### config.mk
export PLATFORM = sky130hd
export DESIGN_NAME = apb_slave_regs
export DESIGN_NICKNAME = d
export VERILOG_FILES = /design/src/rtl/apb_slave_regs.sv
export SDC_FILE = /design/constraint.sdc
export NUM_CORES = 1
export LEC_CHECK = 0
export CORE_ASPECT_RATIO = 0.7
export CORE_MARGIN = 1.5
export CORE_UTILIZATION = 54
export CTS_CLUSTER_SIZE = 14
export DETAILED_ROUTE_END_ITERATION = 7
export PLACE_DENSITY = 0.85
export SYNTH_ARGS = -nofsm -noshare
export SYNTH_HDL_FRONTEND = slang
export SYNTH_SLANG_ARGS = --single-unit
export TNS_END_PERCENT = 1
### constraint.sdc
create_clock -name PCLK -period 3.62 [get_ports PCLK]
set_input_delay 0.543 -clock PCLK [delete_from_list [all_inputs] [get_ports PCLK]]
set_output_delay 0.543 -clock PCLK [all_outputs]
set_load 0.005 [all_outputs]
### src/rtl/apb_slave_regs.sv
// APB completer with a small 32-bit register file, programmable wait states and
// error signalling. Register 0 is a read-only ID; registers 1..NUM_REGS-1 are read/write.
module apb_slave_regs #(
    parameter int          NUM_REGS    = 8,
    parameter int          WAIT_STATES = 0,
    parameter logic [31:0] ID_VALUE    = 32'hA5B0_0001
) (
    input  logic                     PCLK,
    input  logic                     PRESETn,
    input  logic                     PSEL,
    input  logic                     PENABLE,
    input  logic                     PWRITE,
    input  logic [31:0]              PADDR,
    input  logic [31:0]              PWDATA,
    output logic [31:0]              PRDATA,
    output logic                     PREADY,
    output logic                     PSLVERR,
    output logic [NUM_REGS*32-1:0]   reg_q,
    output logic [NUM_REGS-1:0]      wr_pulse
);

    localparam int IDX_W = $clog2(NUM_REGS);

    typedef enum logic [1:0] {
        IDLE   = 2'd0,
        ACCESS = 2'd1,
        DONE   = 2'd2
    } state_e;

    state_e               state_q;
    logic [31:0]          addr_q;
    logic [31:0]          wdata_q;
    logic                 write_q;
    logic [3:0]           wcnt_q;
    logic [31:0]          prdata_q;
    logic                 pready_q;
    logic                 pslverr_q;
    logic [NUM_REGS-1:0]  wr_pulse_q;
    logic [NUM_REGS-1:0]  wr_pulse_d;

    logic                 setup_s;
    logic                 range_ok_s;
    logic                 err_s;
    logic                 complete_s;
    logic                 commit_s;
    logic [IDX_W-1:0]     idx_s;
    logic [31:0]          rdata_s;

    assign setup_s    = PSEL & ~PENABLE;
    assign range_ok_s = (addr_q[31:2] < 30'(NUM_REGS));
    assign idx_s      = addr_q[IDX_W+1:2];
    assign err_s      = (addr_q[1:0] != 2'b00) | ~range_ok_s |
                        (write_q & (addr_q[31:2] == 30'd0));
    assign complete_s = (state_q == ACCESS) & PSEL & (wcnt_q == 4'd0);
    assign commit_s   = complete_s & write_q & ~err_s;

    // Read mux over the flattened register image; errored reads return zero.
    always_comb begin
        rdata_s = 32'h0;
        for (int i = 0; i < NUM_REGS; i++) begin
            rdata_s |= (idx_s == IDX_W'(i)) ? reg_q[32*i +: 32] : 32'h0;
        end
        if (err_s) begin
            rdata_s = 32'h0;
        end else begin
            rdata_s = rdata_s;
        end
    end

    // One-hot write strobe for the register being committed this edge.
    always_comb begin
        wr_pulse_d = '0;
        for (int i = 0; i < NUM_REGS; i++) begin
            wr_pulse_d[i] = commit_s & (idx_s == IDX_W'(i));
        end
    end

    // Transfer FSM with registered bus outputs and write strobes.
    always_ff @(posedge PCLK or negedge PRESETn) begin
        if (!PRESETn) begin
            state_q    <= IDLE;
            addr_q     <= 32'h0;
            wdata_q    <= 32'h0;
            write_q    <= 1'b0;
            wcnt_q     <= 4'd0;
            prdata_q   <= 32'h0;
            pready_q   <= 1'b0;
            pslverr_q  <= 1'b0;
            wr_pulse_q <= '0;
        end else begin
            pready_q   <= 1'b0;
            wr_pulse_q <= '0;
            case (state_q)
                IDLE, DONE: begin
                    if (setup_s) begin
                        addr_q    <= PADDR;
                        wdata_q   <= PWDATA;
                        write_q   <= PWRITE;
                        wcnt_q    <= 4'(WAIT_STATES);
                        pslverr_q <= 1'b0;
                        state_q   <= ACCESS;
                    end else begin
                        state_q   <= IDLE;
                    end
                end
                ACCESS: begin
                    if (!PSEL) begin
                        state_q <= IDLE;
                    end else if (wcnt_q != 4'd0) begin
                        wcnt_q <= wcnt_q - 4'd1;
                    end else begin
                        pready_q   <= 1'b1;
                        pslverr_q  <= err_s;
                        wr_pulse_q <= wr_pulse_d;
                        if (!write_q) begin
                            prdata_q <= rdata_s;
                        end
                        state_q <= DONE;
                    end
                end
                default: state_q <= IDLE;
            endcase
        end
    end

    assign reg_q[31:0] = ID_VALUE;

    for (genvar i = 1; i < NUM_REGS; i++) begin : g_reg
        logic [31:0] r_q;

        // Storage for writable register i, loaded on its commit strobe.
        always_ff @(posedge PCLK or negedge PRESETn) begin
            if (!PRESETn) begin
                r_q <= 32'h0;
            end else if (wr_pulse_d[i]) begin
                r_q <= wdata_q;
            end
        end

        assign reg_q[32*i +: 32] = r_q;
    end

    assign PRDATA   = prdata_q;
    assign PREADY   = pready_q;
    assign PSLVERR  = pslverr_q;
    assign wr_pulse = wr_pulse_q;

endmodule

## Yosys cells after proc, flatten, opt, wreduce, memory -nomap -nowiden

Cells that the tools add are included.

- Bits in registers: 337
- Input bits: 69
- Output and inout bits: 298

- Add/subtract/negate cells: 1
- Order comparisons: 1
- Equal/unequal tests: 14
- Mux-type cells: 27
- Bitwise gates (word level): 28
- Reduce and logical (&&, ||, !) cells: 12

Operators by type and width:

| cell | number |
|---|---|
| two-way mux 32 bit | 9 |
| bitwise OR 32 bit | 7 |
| zero test 30 bit | 1 |
| less-than comparator 30 x 4 -> 1 bit, second input constant | 1 |
| two-way mux 8 bit | 3 |
| bitwise AND 1 bit | 14 |
| == test 3 bit, second input constant | 4 |
| two-way mux 4 bit | 3 |
| AND reduction 4 bit | 3 |
| one-hot mux 4 bit (2 select lines) | 1 |
| two-way mux 1 bit | 7 |
| == test 3 x 2 -> 1 bit, second input constant | 2 |
| inequality test 2 bit, second input constant | 3 |
| NOT 1 bit | 5 |
| zero test 4 bit | 1 |
| two-way mux 2 bit | 2 |
| one-hot mux 2 bit (2 select lines) | 1 |
| nonzero test 2 bit | 2 |
| nonzero test 4 bit | 1 |
| subtractor 4 x 1 -> 4 bit, second input constant | 1 |
| == test 3 x 1 -> 1 bit, second input constant | 1 |
| zero test 3 bit | 1 |
| inequality test 3 bit, second input constant | 1 |
| == test 2 x 1 -> 1 bit, second input constant | 1 |
| 7 further kinds | 8 |

## Depth between registers and ports, before layout

- Depth in word-level cells: 10
- Depth in mapped cells: 8

## Least setup slack after synthesis

Ideal clock, no wire load.

- Kind: register to register
- Start point: register wcnt_q[0]
- End point: register g_reg[5].r_q[10]
- Arrival time: 2,357 ps
- Data required time: 3,495 ps
- Setup slack: 1,139 ps
- Cell stages (with the launch flop): 8
- Path buffers: 1
- Period minus slack after synthesis: 2,481 ps
- Cell sequence: dfrtp_1 -> inv_1 -> ha_1 -> nor3b_1 -> nand4_2 -> nor4_4 -> buf_6 -> mux2_2

- Word-level cells in the longest chain between the ends: 5

RTL lines:

| item | line | text |
|---|---|---|
| start, declared | 34 | `logic [3:0] wcnt_q;` |
| start signal, assigned | 99 | `wcnt_q <= 4'(WAIT_STATES);` |
| start signal, assigned | 110 | `wcnt_q <= wcnt_q - 4'd1;` |
| zero test 4 bit | 54 | `assign complete_s = (state_q == ACCESS) & PSEL & (wcnt_q == 4'd0);` |
| bitwise AND 1 bit | 54 |  |
| bitwise AND 1 bit (2 in series) | 55 | `assign commit_s = complete_s & write_q & ~err_s;` |
| bitwise AND 1 bit | 74 | `wr_pulse_d[i] = commit_s & (idx_s == IDX_W'(i));` |
| end signal, assigned | 136 | `r_q <= wdata_q;` |
| end, declared | 129 | `logic [31:0] r_q;` |

No other way between the ends.
A chain may end at the register's enable or synchronous reset.

## Final worst setup path

- Start point: register addr_q[30]
- End point: register g_reg[6].r_q[1]

- Word-level cells in the longest chain between the ends: 7
- Elaborated cells on any way between the ends: 9
- Classes of those cells: order compare (1); bitwise (7); reduce/logical (1)

RTL lines:

| item | line | text |
|---|---|---|
| start, declared | 31 | `logic [31:0] addr_q;` |
| start signal, assigned | 82 | `addr_q <= 32'h0;` |
| start signal, assigned | 96 | `addr_q <= PADDR;` |
| less-than comparator 30 x 4 -> 1 bit | 50 | `assign range_ok_s = (addr_q[31:2] < 30'(NUM_REGS));` |
| NOT 1 bit | 52 | `assign err_s = (addr_q[1:0] != 2'b00) \| ~range_ok_s \|` |
| bitwise OR 1 bit | 52 |  |
| bitwise OR 1 bit * | 52 |  |
| NOT 1 bit * | 55 |  |
| bitwise AND 1 bit * | 55 |  |
| bitwise AND 1 bit * | 74 |  |
| end signal, assigned | 136 |  |
| end, declared | 129 |  |

Every way passes the cells marked *; elsewhere a longest branch is shown, timed or not.

==> metrics <==
GRT overflow 0; Routed Antenna Nets 0; outcome complete, no violations; Tcrit/Tclk final 82.5%; number of setup violations in the final report 0; #FFs+latches synth about 340; Crit path required time a little over 4 ns; clock skew around 0.019 ns; Yosys cell types 48; worst skew pair latency between 0.5 and 0.6 ns; Max Clock Freq ~0.34 GHz; dpl cell area 0.0185 sq mm; number of setup buffers added after CTS 0; Avg WL per Cell 24.1 um; cells taking the most area after synthesis dfrtp_1, mux2_1, nand2_1, mux2_2, mux2i_1; CP Capture Type register; Mapped Cells between 1k and 1.5k; first-pass GRT wire length around 70000 um; clk slew on worst S/H paths around 0.060 ns; Nets 1576; Finished Cell Area 0.0194 sq mm; pin count of the biggest net entering global routing between 90 and 100; Startpoint Class register; setup tns final 0 ns; DRC errors left 0; critical-path cell list nor4_1 > nand4_2 > nor4_4 > buf_4 > mux2_1; TritonCTS Buffers 31; worst vdd ir approximately 0.38 mV; final core utilization between 70% and 80%; share of layout cells above drive strength 1 between 10% and 20%; initial antenna violation count 2; CTS root buf clkbuf_16; maximum capacitance violations 0; port bufs roughly 330; hold crit path type in -> async; min Tclk post-route 2.98 ns; CP max stage delay around 0.70 ns; FILL cells 1871; CP arrival between 3 and 4 ns; Die H approximately 140 um; hold_buf cts 0; Slew Viols, Final 0; RR Startpoint addr_q[30]; via total after detailed routing roughly 11k; TritonCTS Sinks approximately 340; Worst-Margin Slew between 0.7 and 0.8 ns; post-synthesis sequential area ratio a little under three fifths; power per cell area between 400 and 500 mW/mm^2; vias per cell between 5 and 6; commonest non-fill, non-tap cell in the layout dfrtp_1; Slew headroom a little under half; Die X roughly 200 um; DRT Pass-1 Iters 5; vias in the first global route ~11k; share of the synthesized area in the top cell type approximately 57%; # H-tree levels 1; CTS tree built; total track usage 32.0%; Initial DRC Count between 700 and 800; critical path's slowest cell nor4_1; CTS Buffer Depth 3; leakage between 9 and 10 nW; Crit Path Max Fanout 24; Total Die Area 0.0286 sq mm; Initial Util between 50% and 60%; RSZ-0062 raised after global routing false; cell area after synthesis 0.0149 sq mm; biggest area consumer among synthesized cells dfrtp_1; Area Overhead vs Synth 30.5%; Site Rows 50; Avg Inst Size Synth roughly 13 sq um; Crit. Startpoint addr_q[30]; Hold Vio Cnt, Final 0; critical path class reg -> reg; final wirelength 45400 um; post-CTS sizing 0; most frequent cells in the layout dfrtp_1, clkdlybuf4s50_1, nand2_1; synth warn 0; # IOs between 300 and 400; Placer Congestion about 0.87; Final HPWL DP 30900 um; core area 0.0269 sq mm
critical path, delay by kind of cell, from the launching register on:
family | cells | cell delay [ns]
buffers and inverters | 1 | 0.46
flip-flops | 1 | 0.38
multiplexers | 1 | 0.38
AND/OR/NAND/NOR | 3 | 1.62
final timing paths:
check / slack, ns / endpoint / depth (start not counted)
setup / recovery: 0.64 / g_reg[6].r_q[1] / 5
hold / removal: 0.002 / wdata_q[13] / 1
setup reg to reg: 0.64 / g_reg[6].r_q[1] / 5
hold reg to reg: 0.47 / addr_q[27] / 2
max in group asynchronous: 2.51 / g_reg[7].r_q[29] / 2
min in group PCLK: 0.47 / addr_q[27] / 2
logic make-up after synthesis:
kind of cell,count (synthesis),share of synthesized area [%]
flops,337,56.7
other cells,2,0.0505
compound gates,115,5.38
buf+inv,111,4.77
mux,296,23.0
simple gates,311,9.97
fa+ha+maj,2,0.168
cell usage after synthesis, drive strengths merged:
| cell | number |
|---|---|
| a32o | 12 |
| o2bb2ai | 3 |
| a221oi | 10 |
| nand3 | 11 |
| mux2 | 249 |
| a31o | 2 |
| ha | 2 |
| or2 | 1 |
| a221o | 3 |
| nand4 | 2 |
| o211ai | 8 |
| a22o | 6 |
| nor3b | 2 |
| nor3 | 3 |
| inv | 5 |
| nor4 | 19 |
| conb | 2 |
| or3b | 1 |
| nand2 | 238 |
| a222oi | 1 |
| nor2b | 5 |
| and2 | 2 |
| buf | 70 |
| o221ai | 4 |
| and3 | 3 |
| nand4b | 3 |
| and3b | 4 |
| nand3b | 6 |
| a21oi | 16 |
| dfrtp | 337 |
| clkbuf | 36 |
| or4 | 3 |
| mux2i | 35 |
| a31oi | 2 |
| o21ai | 36 |
| o22ai | 2 |
| mux4 | 12 |
| nand2b | 3 |
| a22oi | 9 |
| nor2 | 5 |
| a211o | 1 |
registers in the layout, summed over array words and instances (netlist names):
signal    cells
PRDATA       32
PREADY        1
PSLVERR       1
addr_q       32
g.r_q       224
state_q       2
wcnt_q        4
wdata_q      32
wr_pulse      8
write_q       1
stage by stage:
stage	hold slack (ns)	total power, W	setup slack, ns	instances
5_1_grt	0.0545	0.00886	0.527	1886
3_5_place_dp	0.461	0.00539	0.542	1836
6_report	0.00228	0.00855	0.635	1887
2_1_floorplan	0.247	0.00487	1.14	1205
4_1_cts	0.0284	0.00857	0.678	1886
3_3_place_gp	0.451	0.00535	0.640	1836
per-layer routing:
metal / track usage (%) / share of wire [%] / vias to the layer above
met5: 0 / 0 / -
met4: 10.4 / 3.2 / 0
met3: 8.87 / 10 / 94
met2: 49.8 / 46 / 561
met1: 43.7 / 41 / 5577
li1: - / - / 4745
cell type report:
cell class | instances | area (sq um) | area share [%]
Sequential cell | 337 | 8440 | 43.5
Multi-Input combinational cell | 757 | 5870 | 30.2
Timing Repair Buffer | 373 | 3670 | 18.9
Clock buffer | 44 | 885 | 4.55
Tap cell | 364 | 455 | 2.34
Clock inverter | 6 | 82.6 | 0.425
Inverter | 5 | 18.8 | 0.0966
Antenna cell | 1 | 2.50 | 0.0129
where the power goes:
part / total, W / leakage, nW / internal [W] / switching, W
Clock: 0.00320 / 0.474 / 0.00182 / 0.00138
Combinational: 0.00108 / 4.31 / 0.000391 / 0.000691
Sequential: 0.00427 / 4.60 / 0.00396 / 0.000313
Note: power is estimated with default switching activity, not from simulation.
